[config.mk]
export PLATFORM = sky130hd
export DESIGN_NAME = display_scanner
export DESIGN_NICKNAME = d
export VERILOG_FILES = /design/src/rtl/display_scanner_pkg.sv /design/src/rtl/display_scanner_seg7_decode.sv /design/src/rtl/display_scanner.sv
export SDC_FILE = /design/constraint.sdc
export NUM_CORES = 1
export LEC_CHECK = 0
export ABC_AREA = 1
export BUFFER_PORTS_ARGS = -buffer_cell sky130_fd_sc_hd__buf_2
export CORE_MARGIN = 2
export CORE_UTILIZATION = 55
export DETAILED_ROUTE_END_ITERATION = 7
export PLACE_DENSITY = 0.86
export REMOVE_ABC_BUFFERS = 1
export SYNTH_ARGS = -nofsm -noshare
export SYNTH_HDL_FRONTEND = slang
export SYNTH_SLANG_ARGS = --single-unit
[constraint.sdc]
create_clock -name clk -period 2.2 [get_ports clk]
set_input_delay 0.33 -clock clk [delete_from_list [all_inputs] [get_ports clk]]
set_output_delay 0.33 -clock clk [all_outputs]
set_load 0.05 [all_outputs]
[src/rtl/display_scanner_pkg.sv]
// Shared stopwatch definitions: seven-segment patterns and output polarity helpers.
// Segment vectors are active-high internally, bit0 = a through bit6 = g.
package display_scanner_pkg;

    localparam logic [6:0] SEG_PATTERNS [16] = '{
        7'h3F, 7'h06, 7'h5B, 7'h4F,   // 0 1 2 3
        7'h66, 7'h6D, 7'h7D, 7'h07,   // 4 5 6 7
        7'h7F, 7'h6F, 7'h77, 7'h7C,   // 8 9 A b
        7'h39, 7'h5E, 7'h79, 7'h71    // C d E F
    };

    localparam logic [6:0] SEG_BLANK    = 7'h00;
    localparam logic [6:0] SEG_OVERFLOW = 7'h40;

    // Convert an active-high "on" request into the pin level for the board polarity.
    function automatic logic drive_level(input logic on, input logic active_low);
        return on ^ active_low;
    endfunction

    function automatic logic [6:0] seg_level(input logic [6:0] on, input logic active_low);
        return on ^ {7{active_low}};
    endfunction

endpackage

[src/rtl/display_scanner_seg7_decode.sv]
// Combinational hex-to-seven-segment decode; codes above 15 show only segment g.
module seg7_decode
    import display_scanner_pkg::*;
#(
    parameter int DIGIT_BITS = 4
) (
    input  logic [DIGIT_BITS-1:0] code,
    output logic [6:0]            seg
);

    logic over;

    generate
        if (DIGIT_BITS > 4) begin : g_wide
            assign over = |code[DIGIT_BITS-1:4];
        end else begin : g_narrow
            assign over = 1'b0;
        end
    endgenerate

    assign seg = over ? SEG_OVERFLOW : SEG_PATTERNS[code[3:0]];

endmodule

[src/rtl/display_scanner.sv]
// Multiplexed seven-segment scanner: prescaled digit rotation over a per-frame
// snapshot of the counter chain, with leading-zero blanking and registered outputs.
module display_scanner
    import display_scanner_pkg::*;
#(
    parameter int NUM_DIGITS  = 4,
    parameter int DIGIT_BITS  = 4,
    parameter int REFRESH_DIV = 100000,
    parameter bit ACTIVE_LOW  = 1'b1
) (
    input  logic                             clk,
    input  logic                             rst,
    input  logic                             enable,
    input  logic [NUM_DIGITS*DIGIT_BITS-1:0] digits_in,
    input  logic [NUM_DIGITS-1:0]            dp_in,
    input  logic                             blank_lz,
    output logic [NUM_DIGITS-1:0]            anode_out,
    output logic [6:0]                       seg_out,
    output logic                             dp_out,
    output logic                             frame_done
);

    localparam int PRE_W = $clog2(REFRESH_DIV);
    localparam int IDX_W = (NUM_DIGITS > 1) ? $clog2(NUM_DIGITS) : 1;
    localparam logic [PRE_W-1:0] PRE_LAST = PRE_W'(REFRESH_DIV - 1);
    localparam logic [IDX_W-1:0] IDX_LAST = IDX_W'(NUM_DIGITS - 1);

    logic [PRE_W-1:0]             prescaler;
    logic [IDX_W-1:0]             index;
    logic [NUM_DIGITS*DIGIT_BITS-1:0] snap_digits;
    logic [NUM_DIGITS-1:0]        snap_dp;

    logic                         tc;
    logic                         last_digit;
    logic [DIGIT_BITS-1:0]        cur_digit;
    logic                         cur_dp;
    logic                         cur_blank;
    logic [NUM_DIGITS-1:0]        blank_mask;
    logic [NUM_DIGITS-1:0]        anode_level;
    logic                         zero_run;
    logic [6:0]                   dec_seg;

    assign tc         = (prescaler == PRE_LAST);
    assign last_digit = (index == IDX_LAST);

    // Blanking walks down from the most significant digit and stops at the first
    // digit that is non-zero or carries a decimal point; digit 0 always shows.
    always_comb begin
        cur_digit   = '0;
        cur_dp      = 1'b0;
        cur_blank   = 1'b0;
        blank_mask  = '0;
        anode_level = '0;
        zero_run    = 1'b1;
        for (int i = NUM_DIGITS - 1; i >= 0; i--) begin
            zero_run = zero_run && (snap_digits[i*DIGIT_BITS +: DIGIT_BITS] == '0) && !snap_dp[i];
            if (i >= 1) begin
                blank_mask[i] = blank_lz && zero_run;
            end
        end
        for (int i = 0; i < NUM_DIGITS; i++) begin
            anode_level[i] = drive_level(index == IDX_W'(i), ACTIVE_LOW);
            if (index == IDX_W'(i)) begin
                cur_digit = snap_digits[i*DIGIT_BITS +: DIGIT_BITS];
                cur_dp    = snap_dp[i];
                cur_blank = blank_mask[i];
            end
        end
    end

    seg7_decode #(
        .DIGIT_BITS (DIGIT_BITS)
    ) u_decode (
        .code (cur_digit),
        .seg  (dec_seg)
    );

    // frame_done is a one-cycle strobe with no ready: it is high exactly in the
    // cycle after a new snapshot has been captured, and never while disabled.
    always_ff @(posedge clk or posedge rst) begin
        if (rst) begin
            prescaler   <= '0;
            index       <= '0;
            snap_digits <= '0;
            snap_dp     <= '0;
            frame_done  <= 1'b0;
            anode_out   <= {NUM_DIGITS{ACTIVE_LOW}};
            seg_out     <= seg_level(SEG_BLANK, ACTIVE_LOW);
            dp_out      <= drive_level(1'b0, ACTIVE_LOW);
        end else begin
            frame_done <= 1'b0;
            if (enable) begin
                prescaler <= tc ? '0 : prescaler + 1'b1;
                if (tc) begin
                    index <= last_digit ? '0 : index + 1'b1;
                    if (last_digit) begin
                        snap_digits <= digits_in;
                        snap_dp     <= dp_in;
                        frame_done  <= 1'b1;
                    end
                end
                anode_out <= anode_level;
                seg_out   <= seg_level(cur_blank ? SEG_BLANK : dec_seg, ACTIVE_LOW);
                dp_out    <= drive_level(cur_dp && !cur_blank, ACTIVE_LOW);
            end else begin
                anode_out <= {NUM_DIGITS{ACTIVE_LOW}};
                seg_out   <= seg_level(SEG_BLANK, ACTIVE_LOW);
                dp_out    <= drive_level(1'b0, ACTIVE_LOW);
            end
        end
    end

endmodule

# After elaboration in Yosys (flattened, before gate mapping)
# Memory sizes are Yosys's and may differ from the RTL's.
# Cells that the tools add are included.
[classes] n_eq_ne=4 add_sub_neg=2 shifts=0 bitwise_logic=7 div_mod_pow=0 n_reduce_logical=19 mul=0 magnitude_cmp=1 muxes=22
[ops] op="$mux 7" count=4
[ops] op="$mux 4" count=5
[ops] op="$add 17x1->17 const B" count=1
[ops] op="$eq 17x17->1 const B" count=1
[ops] op="$mux 17" count=1
[ops] op="$logic_not 4->1" count=3
[ops] op="$mux 1" count=11
[ops] op="$logic_and 1x1->1" count=9
[ops] op="$not 7->7" count=1
[ops] op="$ge 5x5->1 const B" count=1
[ops] op="$not 1->1" count=5
[ops] op="$not 4->5" count=1
[ops] op="$eq 2x2->1 const B" count=2
[ops] op="$logic_not 1->1" count=4
[ops] op="$reduce_and 3->1" count=1
[ops] op="$add 2x1->2 const B" count=1
[ops] op="$eq 2x1->1 const B" count=1
[ops] op="$logic_not 2->1" count=1
[ops] op="$mux 2" count=1
[ops] op="$reduce_and 2->1" count=1
[word_totals] ramBits=0 latch_bits=0 mem_bits_ro=112 elab_cells=64 regBits=52 inputBits=24 memories=1 out_inout_bits=13
[memory_table] memory="(no name shown)" words=16 word_bits=7 read_ports=1 rd_clocked_by_memory_dff=0 write_ports=0 line="display_scanner_seg7_decode.sv:21" text="assign seg = over ? SEG_OVERFLOW : SEG_PATTERNS[code[3:0]];"

# Longest topological paths before layout
[depth] word_depth=14 ltp_mapped=14 depth_no_buf=13

# Modules after synthesis
# From an unflattened synthesis, not the netlist that was laid out.
[unflattened] hier_cells=414 area_unflattened_um2=3100.5
[modules_own_cells] mod="display_scanner" seq_area_each_um2=1316.3 area_per_inst_um2=2830.2 cells_each=362 instances=1
[modules_own_cells] mod="seg7_decode" seq_area_each_um2=0.0 area_per_inst_um2=270.3 cells_each=52 instances=1

# Worst setup path after synthesis
# No wires, ideal clock.
[synth_timing] kind="register to register" from="reg index[0]" to="reg seg_out[1]" required_time_ns=2.118 t_arrival_ns=1.789 setup_time_ns=0.082 synth_period_minus_slack_ns=1.871 setup_slack_ns=0.329 path_buffers=1 path_stages_with_launch=13 cell_sequence="dfrtp_1 inv_1 ha_1 buf_4 inv_1 nor2_1 nor2_1 a21oi_1 ha_1 nand2_1 nand2_1 nand2_1 nand2_1"
[synth_via] elab_chain_len=12 word_cells_on_any_way=18 cone_classes="eq/ne: 3; mux: 11; bitwise: 2; reduce/logical: 1; memory: 1"
[synth_rtl] element="start, declared" line="display_scanner.sv:29" text="logic [IDX_W-1:0] index;"
[synth_rtl] element="start signal, assigned" line="display_scanner.sv:95" text="index <= last_digit ? '0 : index + 1'b1;"
[synth_rtl] element="$logic_not 2->1" line="display_scanner.sv:63" text="if (index == IDX_W'(i)) begin"
[synth_rtl] element="$mux 4 (4 in series)" line="display_scanner.sv:63"
[synth_rtl] element="$not 4->5 (not written as such)" line="display_scanner_seg7_decode.sv:21"
[synth_rtl] element="$mem_v2 16x7"
[synth_rtl] element="$mux 7 (not written as such) (2 in series)" line="display_scanner_seg7_decode.sv:21"
[synth_rtl] element="$mux 7 *" line="display_scanner.sv:103" text="seg_out <= seg_level(cur_blank ? SEG_BLANK : dec_seg, ACTIVE_LOW);"
[synth_rtl] element="$not 7->7 (no line) *"
[synth_rtl] element="$mux 7 *" line="display_scanner.sv:92" text="if (enable) begin"
[synth_rtl] element="end signal, assigned" line="display_scanner.sv:88" text="seg_out <= seg_level(SEG_BLANK, ACTIVE_LOW);"
[synth_rtl] element="end signal, assigned" line="display_scanner.sv:103"
[synth_rtl] element="end signal, assigned" line="display_scanner.sv:107" text="seg_out <= seg_level(SEG_BLANK, ACTIVE_LOW);"
[synth_rtl] element="end, declared" line="display_scanner.sv:18" text="output logic [6:0] seg_out,"
# Mark *: on every way between the ends. The rest lies on a longest branch, timed or not. The select of a mux whose other input is x is not followed.
# A chain may end at the register's enable or synchronous reset.

# Final worst setup path
[layout_timing] from="reg index[1]" to="reg seg_out[1]"
# Same word-level chain as after synthesis.

==> flow_summary.toml <==
[place]
routabilityCongestion = 0.918
io_buffer_count = 36
dp_cells = 454
dp_hpwl_um = 4190

[clocking]
insertion_delay_ns = 0.31
cts_inserted_buffers = 5
clkTransAtPathRegs_ns = 0.09
postCtsSetupBuffers = 0
h-tree-depth = 2
cts_root_buffer = "clkbuf_8"
clock_sinks = 52
clk_path_buf_depth = 2
cts_tree = "built"

[finish]
drive_above_1_share_pct = 19.7
instances_no_fill = 462
num_antenna_cells = 0
layout.nets = 429
area_growth_pct = 14.8

[synth]
ys_ff_latch = 52
syn_area_um2 = 2740
synth_top_area_share_pct = 36.5
seq_area_frac_synth_pct = 48.0
yosysWarnings = 0
synth.area.top_cells = "dfrtp_1 36%, nand2_1 19%, dfstp_2 11%"
ys_types = 30
yosysTopAreaCell = "dfrtp_1"
avgSynthCellArea_um2 = 7.77
syn-instance-count = 353

[timing]
clock.fmax_mhz = 508
hold_viol = 0
finalSetupViolCount = 0
post-route-min-period_ns = 1.97
min_period_over_period_pct = 89.5
slew_violations = 0
clock-skew-final_ns = 0.00919
final.setup.tns_ns = 0
rsz0062_at_grt = "false"
worstMarginPinSlew_ns = 0.390
relSlewSlack_pct = 74.0

[grt]
overflow = 0
grt_pass1_wl_um = 9970
grt_start_max_net_pins = 53
antenna_found_initial = 0
grt_pass1_vias = 2283
grtUsageTotal_pct = 23.1

[routing]
drc = 0
drt_iter0_drc = 207
drt-pass1-iter-count = 5
via_per_inst = 5.09
wl_per_cell_um = 12.4
wl_um = 5710
antenna_left = 0
vias = 2352

[pwr]
p_comb_share_pct = 18.0
seq_power_share_pct = 51.4
p_int_uw = 1580
swShare_pct = 30.5
peakVddDrop_v = 0.000468
clockPowerShare_pct = 30.5
switchingPower_uw = 694
power_density_nw_per_um2 = 722
leakagePower_uw = 0.00169

[worst_setup_path]
reg2reg_from = "index[1]"
critPathRequiredTime_ns = 2.43
crit_path_max_fanout = 7
reg2reg_to = "seg_out[1]"
setup.worst_path.start_class = "flop"
endpoint_kind = "flop"
worstSetupPathType = "reg -> reg"
r2r_cells = 11
r2r_slack_ns = 0.23
cp.arrival_ns = 2.20

[floorplanning]
die_w_um = 74.6
die-area_um2 = 5570
core_um2 = 4750
die_height_um = 74.6
pin_count = 37
initial_core_util_pct = 57.7
rows = 25

[flow_run]
max_cap_violations = 0

[hold_path]
hold_path_class = "in -> async"

[status]
run_status = "finished, final reports clean"
==> sequential cells by signal, indices dropped and copies added (netlist names) <==
register	cells
anode_out	4
index	2
prescaler	17
snap_digits	16
frame_done	1
snap_dp	4
seg_out	7
dp_out	1
==> worst max-delay path by stage <==
stage                     slack, ns         end     start
after floorplan                0.26  seg_out[1]  index[0]
after global placement         0.16  seg_out[1]  index[0]
after detailed placement       0.05  seg_out[1]  index[0]
after CTS                     0.007  seg_out[1]  index[0]
after global routing          0.003  seg_out[3]  index[0]
final                          0.23  seg_out[1]  index[1]
==> timing repair <==
item | 4_1_cts | 5_1_grt
setup endpoints to repair | 0 | 7
gates resized for setup | 0 | 7
hold buffers | 0 | 0
==> area by class of cell <==
| type | instances | area (µm²) |
|---|---|---|
| fill | 416 | 1610 |
| sequential | 52 | 1320 |
| multi-input combinational | 261 | 1270 |
| timing repair buffer | 41 | 230 |
| inverter | 33 | 124 |
| tap | 67 | 83.8 |
| clock buffer | 6 | 82.6 |
| clock inverter | 2 | 38.8 |
==> critical path, stage by stage, from the launching register on <==
cell	delay [ns]
dfrtp_1	0.43
inv_1	0.13
ha_2	0.26
inv_2	0.08
nand3_1	0.07
nand2_1	0.08
a21oi_2	0.29
ha_1	0.29
nand2_1	0.08
nand2_1	0.05
nand2_1	0.07
nand2_1	0.05
==> cell usage after synthesis, drive strengths merged <==
cell / instances
or2: 2
a21oi: 13
nand3b: 1
nand4: 7
xnor2: 2
ha: 11
a31oi: 1
dfrtp: 40
o21ai: 6
inv: 33
buf: 7
nor3: 7
o31ai: 1
nor2: 39
o211ai: 1
nand2: 137
nor4: 1
and3: 1
nand3: 25
xor2: 6
dfstp: 12
==> cell usage in the layout (no fill, tap or decap), drive strengths merged <==
cell | netlist | final
a21oi | 13 | 13
a31oi | 1 | 1
and3 | 1 | 1
buf | 7 | 41
bufinv | 0 | 1
clkbuf | 0 | 6
clkinv | 0 | 1
dfrtp | 40 | 40
dfstp | 12 | 12
ha | 11 | 11
inv | 33 | 33
nand2 | 137 | 137
nand3 | 25 | 25
nand3b | 1 | 1
nand4 | 7 | 7
nor2 | 39 | 39
nor3 | 7 | 7
nor4 | 1 | 1
o211ai | 1 | 1
o21ai | 6 | 6
o31ai | 1 | 1
or2 | 2 | 2
xnor2 | 2 | 2
xor2 | 6 | 6
==> cells by family (layout without fill, tap and decap cells) <==
kind of cell	Yosys count	count (layout)	share of synthesized area, %
XOR/XNOR	8	8	2.55
flip-flops	52	52	48.0
adder cells (fa/ha/maj)	11	11	5.02
AO/OA/AOI/OAI	22	22	4.38
buffers and inverters	40	82	6.43
AND/OR/NAND/NOR	220	220	33.6
==> power by group through the flow <==
stage / logic (µW) / registers (µW) / clock network (µW)
final: 410 / 1170 / 695
after global routing: 470 / 1190 / 737
after CTS: 412 / 1170 / 702
after detailed placement: 404 / 1180 / 0
after global placement: 388 / 1180 / 0
after floorplan: 283 / 1190 / 0
==> layer usage <==
| layer | vias to the layer above | share of wire (%) | global-route usage (%) |
|---|---|---|---|
| met5 | - | 0 | 0 |
| met1 | 1079 | 45 | 29.8 |
| met2 | 73 | 48 | 39.1 |
| li1 | 1189 | - | - |
| met4 | 0 | 1.7 | 8.33 |
| met3 | 11 | 5.0 | 4.28 |
==> through the flow <==
| stage | util [%] | setup slack (ns) | hold WS [ns] | area [µm²] | total power (µW) |
|---|---|---|---|---|---|
| floorplan | - | 0.257 | 0.369 | 2690 | 1470 |
| global placement | 63.2 | 0.158 | 0.392 | 3000 | 1570 |
| detailed placement | 63.2 | 0.0464 | 0.400 | 3000 | 1590 |
| CTS | 65.7 | 0.00706 | 0.0644 | 3130 | 2280 |
| global route | 66.2 | 0.00251 | 0.0746 | 3150 | 2400 |
| finish | 66.2 | 0.231 | 0.0405 | 3150 | 2280 |
No activity file was read; power rests on OpenSTA's default activity.
